[config.mk]
export PLATFORM = sky130hd
export DESIGN_NAME = running_avg_filter_flat
export DESIGN_NICKNAME = d
export VERILOG_FILES = /design/src/rtl/running_avg_filter_if.sv /design/src/rtl/running_avg_filter.sv /design/src/flat_wrapper.sv
export SDC_FILE = /design/constraint.sdc
export NUM_CORES = 1
export LEC_CHECK = 0
export CAP_MARGIN = 20
export CORE_MARGIN = 8
export CORE_UTILIZATION = 56
export CTS_CLUSTER_DIAMETER = 200
export CTS_CLUSTER_SIZE = 10
export DETAILED_ROUTE_END_ITERATION = 10
export GPL_TIMING_DRIVEN = 0
export HOLD_SLACK_MARGIN = 0.08
export PLACE_DENSITY = 0.86
export SYNTH_ARGS = -nofsm -noshare
export SYNTH_HDL_FRONTEND = slang
export SYNTH_SLANG_ARGS = --single-unit
[constraint.sdc]
create_clock -name clk -period 4.33 [get_ports clk]
set_input_delay 0.433 -clock clk [delete_from_list [all_inputs] [get_ports clk]]
set_output_delay 0.433 -clock clk [all_outputs]
set_load 0.02 [all_outputs]
[src/rtl/running_avg_filter_if.sv]
// running_avg_filter_if: codec capture/playback handshake and filtered result bundle
interface running_avg_filter_if #(parameter int WIDTH = 24);
    logic [WIDTH-1:0] in;
    logic             read_ready;
    logic             write_ready;
    logic [WIDTH-1:0] out;
    logic             out_valid;
    logic             overrun;
    modport master (output in, read_ready, write_ready, input out, out_valid, overrun);
    modport slave  (input in, read_ready, write_ready, output out, out_valid, overrun);
endinterface

[src/rtl/running_avg_filter.sv]
// running_avg_filter: per-channel N-tap boxcar average of signed codec samples
module running_avg_filter #(
    parameter int WIDTH = 24,
    parameter int LOG2N = 4
) (
    input logic                  clk,
    input logic                  reset,
    running_avg_filter_if.slave  bus
);
    localparam int AW = WIDTH + LOG2N;
    localparam logic [LOG2N:0] FULL = (LOG2N + 1)'(1 << LOG2N);
    logic [WIDTH-1:0] hist [1 << LOG2N];
    logic [LOG2N-1:0] wptr;
    logic [LOG2N:0]   fill;
    logic [AW-1:0]    acc, acc_next;
    logic [WIDTH-1:0] oldest;
    logic             accept;
    // oldest is zero until the window has filled, so stale history never leaks out
    always_comb begin
        accept   = bus.read_ready && !reset;
        oldest   = (fill == FULL) ? hist[wptr] : '0;
        acc_next = acc + {{LOG2N{bus.in[WIDTH-1]}}, bus.in} - {{LOG2N{oldest[WIDTH-1]}}, oldest};
    end
    // history buffer keeps its contents across reset
    always_ff @(posedge clk) begin
        if (accept) hist[wptr] <= bus.in;
    end
    // accumulator, pointers and the shifted (floor) average
    always_ff @(posedge clk) begin
        if (reset) begin
            acc     <= '0;
            wptr    <= '0;
            fill    <= '0;
            bus.out <= '0;
        end else if (bus.read_ready) begin
            acc     <= acc_next;
            wptr    <= wptr + 1'b1;
            fill    <= (fill == FULL) ? FULL : fill + 1'b1;
            bus.out <= acc_next[AW-1:LOG2N];
        end
    end
    // result-pending flag and sticky overrun when an unconsumed result is replaced
    always_ff @(posedge clk) begin
        if (reset) begin
            bus.out_valid <= 1'b0;
            bus.overrun   <= 1'b0;
        end else begin
            bus.out_valid <= bus.read_ready ? 1'b1 : (bus.write_ready ? 1'b0 : bus.out_valid);
            bus.overrun   <= bus.overrun || (bus.read_ready && bus.out_valid && !bus.write_ready);
        end
    end
endmodule
[src/flat_wrapper.sv]
// flat-port wrapper written by rule: the top's interface ports become plain ports
module running_avg_filter_flat 
#(
    parameter int WIDTH = 24,
    parameter int LOG2N = 4
)
  (clk, reset, bus_in, bus_read_ready, bus_write_ready, bus_out, bus_out_valid, bus_overrun);
  running_avg_filter_if #(.WIDTH(WIDTH)) bus_i ();
  input logic clk;
  input logic reset;
  input wire logic [$bits(bus_i.in)-1:0] bus_in;
  input wire logic [$bits(bus_i.read_ready)-1:0] bus_read_ready;
  input wire logic [$bits(bus_i.write_ready)-1:0] bus_write_ready;
  output wire logic [$bits(bus_i.out)-1:0] bus_out;
  output wire logic [$bits(bus_i.out_valid)-1:0] bus_out_valid;
  output wire logic [$bits(bus_i.overrun)-1:0] bus_overrun;
  assign bus_i.in = bus_in;
  assign bus_i.read_ready = bus_read_ready;
  assign bus_i.write_ready = bus_write_ready;
  assign bus_out = bus_i.out;
  assign bus_out_valid = bus_i.out_valid;
  assign bus_overrun = bus_i.overrun;
  running_avg_filter #(.WIDTH(WIDTH), .LOG2N(LOG2N)) u_core (.clk(clk), .reset(reset), .bus(bus_i));
endmodule
* Yosys cells after proc, flatten, opt, wreduce, memory -nomap -nowiden
Memories as Yosys holds them, arrays and structs flattened. A register that Yosys moved wholly into a read port is not among the register bits.
Index checks and enable logic that the tools add are counted.
** Word-level totals
- Register bits :: 63
- Latch bits :: 0
- Memory bits (writable) :: 384
- Bits in read-only memories :: 0
- Output and inout bits :: 26
- Logic and storage cells :: 27
- Memories kept :: 1
** Cells by class
- Add/sub/neg operators :: 4
- Multiply operators :: 0
- Div/mod/pow operators :: 0
- Order comparisons :: 0
- Equal/unequal tests :: 1
- Shift operators :: 0
- Muxes and demuxes :: 8
- Bitwise operators :: 0
- Reduce and logical (&&, ||, !) cells :: 7
** Memories
- u_core.hist :: depth 16, width 24, read ports 1, clocked after memory_dff 1, wr ports 1, RTL line running_avg_filter.sv:12 : logic [WIDTH-1:0] hist [1 << LOG2N];
** Operators by type and width (count)
- $add 28x28->28 :: 1
- $sub 28x28->28 :: 1
- $mux 24 :: 1
- $mux 4 :: 2
- $add 5x1->5 const B :: 1
- $eq 5x5->1 const B :: 1
- $mux 5 :: 1
- $add 4x1->4 const B :: 1
- $mux 1 :: 4
- $logic_and 1x1->1 :: 3
- $logic_not 1->1 :: 2
- $reduce_bool 2->1 :: 1
- $logic_or 1x1->1 :: 1

* Depth between registers and ports, before layout
Gate-level depths: netlist of the first run.
- Depth in word-level cells :: 4
- Depth in mapped cells :: 20
- Mapped depth without buffers :: 16

* Least setup slack after synthesis of the first run
OpenSTA, ideal clock, no wires.
- Path kind :: reg2reg
- Start point :: register (tool-made name)
- End point :: register u_core.acc[20]
- Data arrival time :: 4584 ps
- Path slack :: -357 ps
- Cell stages (with the launch flop) :: 18
- Buffers on the path :: 3
- Clock period less this slack :: 4687 ps
- Cell sequence :: dfxtp_1 > buf_2 > buf_2 > buf_2 > mux4_2 > mux4_2 > and2_1 > ha_1 > inv_1 > ha_1 > fa_1 > a21o_1 > a221oi_2 > o21ai_1 > a41o_1 > a41oi_2 > nor2_1 > a2111oi_2
** RTL lines
- to (signal assigned) :: RTL line running_avg_filter.sv:36 : acc <= acc_next;
- to (decl) :: RTL line running_avg_filter.sv:15 : logic [AW-1:0] acc, acc_next;

==> metrics.cfg, run 1 <==
[floorplan]
ios=54
start_util=0.564
die-height_um=199
rows=67
dieArea_um2=39500
die_w_um=199
coreArea_um2=33200

[job]
max_cap_violations=0

[yosys]
synth_xor_area_frac=0.0122
ys.flop_type=edfxtp_1
async_reset_ff_frac=0
netlist_area_um2=18700
synth.avg_cell_area_um2=17.0
synthDistinctLibCells=54
synth-seq-cells=427
yosys.area_share.simple=0.0418
syn_inst=1104
ys_warn_count=0
synth_edf_count=384
synth_top_family_by_area=multiplexers
synthAdderAreaFrac=0.0522
synth-compound-area-share=0.0370
synth_fp_nets=1194
synthMuxAreaShare=0.153
ys_seq_area_frac=0.662

[grt]
grt_start_max_net_pins=25
grt_pass1_wl_um=73900
grt_remaining_overflow=0
grt_usage=0.259
antenna_found_initial=2
grt_pass1_vias=11538

[sta]
rsz0062_at_grt=yes
fin_setup_tns_ns=-2.88
fin_crit_ns=4.74
period_share=1.09
hold_viol=0
final-setup-viol-count=16
fin_worst_skew_ns=0.0295
max_freq_mhz=211
worst_slack_ns=-0.409
drv_slew=0
slew_headroom=0.250
worst_pin_slew_ns=1.12

[setup_path]
slowest_stage=mux4_2
critPathBufInv=5
worstSetupEndpointType=register
crit_fanout=7
crit_family=multiplexers
crit_top_cell=buf_12
required_ns=4.80
critPathMaxStageDelay_ns=0.55
crit_path_cell_trace=buf_8 -> buf_12 -> buf_12 -> buf_12 -> mux4_2 -> mux4_2 -> and2_4 -> fa_1 -> inv_2 -> ha_4 -> a21o_1 -> a21oi_2 -> o211ai_1 -> or4_1 -> a211o_1 -> o221ai_2 -> mux2_4
crit_path_start_kind=register
worstSetupPathType=register to register
critical_path_depth=17
arrival_ns=5.20
r2r_cells=17

[place]
place_area_um2=20300
routabilityCongestion=0.898
place_hpwl_um=28700
port_buffers=53
dp_slack_ns=-0.680
place_inst=1623

[clock_tree]
clock_path_buffers=3
cts_buffers=48
clk_pin_slew_ns=0.06
cts_tree=done
cts-root-buf=clkbuf_16
h-tree-depth=2
clkLatencyLatePin_ns=0.58
clock_sinks=427

[cells_and_area]
area_delta_synth_final_pct=21.1
stdcell_area_um2=22700
fin_cells=1734
final_util=0.683
drive_gt1_frac=0.303
nNetsFinal=1358

[routing]
vias_per_cell=6.49
drt_first_pass_iters=5
vias=11252
wl_per_cell_um=30.3
wirelength_um=52600
ant_nets=0
drc=0
drtIter0Drc=1315

[status]
violations=negative setup slack
outcome=complete, but fails checks

[power_and_ir_drop]
vdd_ir_drop_max_mv=0.289
powerDensity_nw_per_um2=524
leakage_nw=7.78

[worst_hold_path]
hold_class=register to register
hold-path-cell-count=2

==> metrics by stage <==
step	power (mW)	hold slack [ns]
3_5_place_dp	7.42	0.475
5_1_grt	12.3	0.530
6_report	11.9	0.487
2_1_floorplan	6.67	0.454
3_3_place_gp	7.33	0.448
4_1_cts	11.3	0.490
==> state kept, by name, indices dropped and copies added (netlist names), named ones only <==
| signal | cells |
|---|---|
| u_core.wptr | 4 |
| u_core.bus.overrun | 1 |
| u_core.hist | 384 |
| u_core.fill | 5 |
| u_core.bus.out_valid | 1 |
| u_core.acc | 28 |
==> power by group <==
| group | total, mW | leakage, nW | switching, mW | internal (mW) |
|---|---|---|---|---|
| clock | 3.67 | 0.640 | 1.65 | 2.02 |
| combinational | 3.49 | 3.33 | 1.82 | 1.67 |
| sequential | 4.71 | 3.81 | 0.0961 | 4.61 |
| total | 11.9 | 7.78 | 3.57 | 8.31 |
==> worst min-delay path, stage by stage, from the launching register on <==
cell     delay [ns]
dfxtp_1        0.33
a21oi_1        0.05
nor2_1         0.07
==> kinds of logic (layout without fill, tap and decap cells) <==
family,after synthesis,count (layout)
flops,427,427
buf+inv,182,363
simple gates,164,164
mux,137,137
compound gates,106,106
fa+ha+maj,62,62
xor+xnor,26,26
other cells,0,1
==> final cells by class <==
class,count,area (µm²)
Buffer,68,562
Clock inverter,4,73.8
Timing Repair Buffer,123,1300
Sequential cell,427,12400
Fill cell,1980,10500
Clock buffer,63,1260
Antenna cell,1,2.50
Inverter,105,394
Tap cell,448,561
Multi-Input combinational cell,495,6130
==> cells in the final DEF (no fill, tap or decap), types with 7 or more instances in the layout <==
| cell type | netlist | routed |
|---|---|---|
| a21o_1 | 16 | 16 |
| a21oi_1 | 35 | 24 |
| a21oi_2 | 0 | 9 |
| and2_1 | 21 | 14 |
| and2_4 | 0 | 7 |
| buf_12 | 0 | 13 |
| buf_4 | 24 | 67 |
| buf_6 | 1 | 17 |
| clkbuf_1 | 36 | 24 |
| clkbuf_16 | 0 | 49 |
| clkbuf_2 | 0 | 8 |
| clkbuf_8 | 0 | 8 |
| clkdlybuf4s50_1 | 0 | 53 |
| dfxtp_1 | 43 | 42 |
| edfxtp_1 | 384 | 384 |
| fa_1 | 27 | 26 |
| ha_1 | 35 | 15 |
| ha_4 | 0 | 16 |
| inv_1 | 105 | 99 |
| mux2i_1 | 17 | 17 |
| mux4_2 | 119 | 119 |
| nand2_1 | 37 | 37 |
| nand3_1 | 9 | 7 |
| nand4_1 | 9 | 9 |
| nor2_1 | 55 | 40 |
| nor2_4 | 0 | 12 |
| o21ai_0 | 18 | 14 |
| xnor2_1 | 10 | 9 |
| xor2_1 | 16 | 16 |
==> Yosys cell counts (2+ instances only) <==
| library cell | number | area, µm² |
|---|---|---|
| a211o_1 | 3 | 26.3 |
| a211oi_1 | 5 | 37.5 |
| a21o_1 | 16 | 120 |
| a21oi_1 | 35 | 175 |
| a31oi_1 | 2 | 12.5 |
| and2_1 | 21 | 131 |
| and3_1 | 6 | 37.5 |
| buf_1 | 8 | 30.0 |
| buf_2 | 8 | 40.0 |
| buf_4 | 24 | 180 |
| clkbuf_1 | 36 | 135 |
| dfxtp_1 | 43 | 861 |
| edfxtp_1 | 384 | 11500 |
| fa_1 | 27 | 541 |
| ha_1 | 35 | 438 |
| inv_1 | 105 | 394 |
| mux2i_1 | 17 | 170 |
| mux4_2 | 119 | 2680 |
| nand2_1 | 37 | 139 |
| nand2b_1 | 3 | 18.8 |
| nand3_1 | 9 | 45.0 |
| nand3b_1 | 3 | 22.5 |
| nand4_1 | 9 | 56.3 |
| nor2_1 | 55 | 206 |
| nor2b_1 | 5 | 31.3 |
| nor3_1 | 9 | 45.0 |
| nor3b_1 | 2 | 15.0 |
| o211ai_1 | 3 | 22.5 |
| o21a_1 | 3 | 22.5 |
| o21ai_0 | 18 | 90.1 |
| o22ai_1 | 6 | 37.5 |
| or3_1 | 2 | 12.5 |
| xnor2_1 | 10 | 87.6 |
| xor2_1 | 16 | 140 |
==> layer usage <==
metal  global-route usage  share of wire
met5                    0        0.00025
met4                0.118          0.051
met3               0.0646           0.11
met2                0.434           0.50
met1                0.316           0.34
==> what timing repair did <==
action                     in CTS  in global routing
resized for setup              71                 61
hold buffers                    0                  0
pin swaps                      20                 37
buffers inserted               27                 23
setup endpoints to repair      22                 19
gates cloned                    2                  1
==> path summary, 6_finish.rpt <==
check | startpoint | end | slack (ns)
max | register | u_core.acc[27]$_SDFFE_PP0P_ | -0.41
min | u_core.bus.overrun$_SDFF_PP0_ | u_core.bus.overrun$_SDFF_PP0_ | 0.49
max reg2reg | register | u_core.acc[27]$_SDFFE_PP0P_ | -0.41
min reg2reg | u_core.bus.overrun$_SDFF_PP0_ | u_core.bus.overrun$_SDFF_PP0_ | 0.49
Note: power is estimated with default switching activity, not from simulation.
==> run 2: changes to the inputs <==
--- a/config.mk
+++ b/config.mk
@@ -5,6 +5,7 @@
 export SDC_FILE = /design/constraint.sdc
 export NUM_CORES = 1
 export LEC_CHECK = 0
+export ABC_CLOCK_PERIOD_IN_PS = 4330
 export CAP_MARGIN = 20
 export CORE_MARGIN = 8
 export CORE_UTILIZATION = 56
==> results of run 2 <==
Final layout, timing and power as in run 1 (identical DEF).
==> run 3: changes to the inputs <==
--- a/config.mk
+++ b/config.mk
@@ -14,7 +14,7 @@
 export DETAILED_ROUTE_END_ITERATION = 10
 export GPL_TIMING_DRIVEN = 0
 export HOLD_SLACK_MARGIN = 0.08
-export PLACE_DENSITY = 0.86
+export PLACE_DENSITY_LB_ADDON = 0.2
 export SYNTH_ARGS = -nofsm -noshare
 export SYNTH_HDL_FRONTEND = slang
 export SYNTH_SLANG_ARGS = --single-unit
==> run 3 against run 2 <==
Against the previous run:
- the run still ends with negative setup slack left
- final cell count increased by 1.6%
- hold slack got worse by 0.017 ns
- non-clock buffer count grew 26
- clock skew fell by 0.0029 ns
- power fell by 0.59%
- clock power shrank 4%
- register-to-register slack gained 0.19 ns
- sequential cell count stayed put
- wire length down 13%
- setup slack improved by 0.19 ns
- largest cell class unchanged
==> metrics.cfg, run 3 (synthesis results as in run 1) <==
[status]
outcome=complete, but fails checks
violations=negative setup slack

[sta]
fin_worst_skew_ns=0.0266  ; -0.00294 ns
fin_setup_tns_ns=-1.43  ; +1.45 ns
worst_pin_slew_ns=1.02  ; -0.0980 ns
drv_slew=0  ; unchanged
period_share=1.05  ; -0.0431
slew_headroom=0.315  ; +0.0655
hold_viol=0  ; unchanged
max_freq_mhz=220  ; +4.1%
fin_crit_ns=4.55  ; -0.187 ns
worst_slack_ns=-0.222  ; +0.187 ns
rsz0062_at_grt=yes
final-setup-viol-count=12  ; -4

[setup_path]
r2r_setup_slack_ns=-0.22  ; +0.19 ns
slowest_stage=mux4_2
critPathBufInv=5  ; unchanged
critPathMaxStageDelay_ns=0.51  ; -0.04 ns
crit_path_cell_trace=buf_6 -> buf_12 -> buf_12 -> buf_12 -> mux4_2 -> mux4_2 -> and2_4 -> fa_1 -> inv_2 -> fa_2 -> a21o_1 -> a221oi_4 -> o21ai_2 -> a41o_4 -> a211oi_4 -> xor2_1 -> o22ai_1
arrival_ns=4.97  ; -0.23 ns
crit_path_start_kind=register
crit_family=compound AO/OA/AOI/OAI gates
worstSetupPathType=register to register
crit_fanout=8  ; +1
worstSetupEndpointType=register
crit_top_cell=buf_12
required_ns=4.75  ; -0.05 ns

[routing]
drt_first_pass_iters=5  ; unchanged
vias=10676  ; -5.1%
wirelength_um=46000  ; -13%
ant_nets=0  ; unchanged
drc=0  ; unchanged
drtIter0Drc=937  ; -29%
wl_per_cell_um=26.1  ; -14%
vias_per_cell=6.06  ; -6.6%

[cells_and_area]
fin_cells=1762  ; +1.6%
antennaDiodeCount=0  ; -1
drive_gt1_frac=0.323  ; +0.0207
top_register=u_core.hist
fillers=2083  ; +5.2%
reg_top3=u_core.hist x384, u_core.acc x28, u_core.fill x5
final_common_cell=edfxtp_1
largest_reg_flops=384  ; unchanged
multi_input_area_um2=6210  ; +1.3%
area_delta_synth_final_pct=23.0
nNetsFinal=1384  ; +1.9%
final_cell_mix=384 x edfxtp_1, 119 x mux4_2, 95 x inv_1
seqCellArea_um2=12400  ; unchanged

[job]
max_cap_violations=0  ; unchanged

[grt]
grt_pass1_wl_um=67600  ; -8.5%
grt_pass1_vias=10774  ; -6.6%
antenna_found_initial=1  ; -1
grt_start_max_net_pins=25  ; unchanged
busiest_layer=met2
grt_usage=0.235  ; -0.0245
met1_usage=0.313  ; -0.00287
grt_use_met3=0.0494  ; -0.0152
grt_remaining_overflow=0  ; unchanged
grt_use_met2=0.382  ; -0.0522

[clock_tree]
clock_path_buffers=3  ; unchanged
clkLatencyLatePin_ns=0.57  ; about the same
clk_pin_slew_ns=0.06  ; about the same
cts-root-buf=clkbuf_16
cts_buffers=48  ; unchanged
h-tree-depth=2  ; unchanged
cts_tree=done
clock_sinks=427  ; unchanged

[floorplan]
rows=67  ; unchanged
ios=54  ; unchanged
dieArea_um2=39500  ; unchanged
die_w_um=199  ; unchanged
coreArea_um2=33200  ; unchanged
die-height_um=199  ; unchanged
start_util=0.564  ; unchanged

[power_and_ir_drop]
power_mw=11.8  ; -0.59%
leakage_nw=7.94  ; +2.1%
powerDensity_nw_per_um2=512  ; -2.2%
vdd_ir_drop_max_mv=0.317  ; +9.8%

[place]
routabilityCongestion=0.900  ; +0.13%
port_buffers=53  ; unchanged
place_hpwl_um=28800  ; +0.23%
place_inst=1626  ; +0.18%

[worst_hold_path]
hold_class=register to register

## run 3: worst paths after layout
path | from | endpoint | cells after the start
setup reg to reg | register | u_core.acc[24]$_SDFFE_PP0P_ | 17
hold reg to reg | u_core.bus.overrun$_SDFF_PP0_ | u_core.bus.overrun$_SDFF_PP0_ | 2
hold / removal | u_core.bus.overrun$_SDFF_PP0_ | u_core.bus.overrun$_SDFF_PP0_ | 2
setup / recovery | register | u_core.acc[24]$_SDFFE_PP0P_ | 17
## run 3: repair_timing
action	4_1_cts	5_1_grt
buffers inserted	37	39
resized for setup	106	53
gates cloned	1	0
hold buffers	0	0
setup endpoints to repair	20	18
pin swaps	34	46
## run 3: per-layer routing
layer	wire, µm	vias up
met1	18100	5520
met3	3750	103
met4	1580	2
li1	-	4556
met2	22600	495
met5	13	-
## run 3: worst min-delay path, cell delays in order (launching register included)
cell and delay, ns:
dfxtp_1 0.32, a21oi_1 0.04, nor2_1 0.07
## run 3: power by group
part | total, mW | internal, mW | switching (mW) | leakage, nW
Combinational | 3.56 | 1.77 | 1.79 | 3.50
Clock | 3.54 | 2.02 | 1.53 | 0.629
Sequential | 4.70 | 4.61 | 0.0889 | 3.81
## run 3: area by class of cell
type / instances / area share
buffer: 67 / 0.0264
clock buffer: 67 / 0.0552
clock inverter: 3 / 0.00130
inverter: 105 / 0.0171
multi-input combinational: 495 / 0.270
sequential: 427 / 0.538
tap: 448 / 0.0243
timing repair buffer: 150 / 0.0682
## run 3: per-stage QoR
step / setup slack, ns / utilization / hold WS [ns] / cell area (µm²)
final: -0.222 / 0.694 / 0.471 / 23000
after global routing: -0.338 / 0.694 / 0.491 / 23000
after CTS: -0.231 / 0.678 / 0.476 / 22500
after detailed placement: -0.792 / 0.615 / 0.463 / 20400
after global placement: -1.32 / 0.600 / 0.451 / 19900
after floorplan: 0.0182 / - / 0.454 / 18800
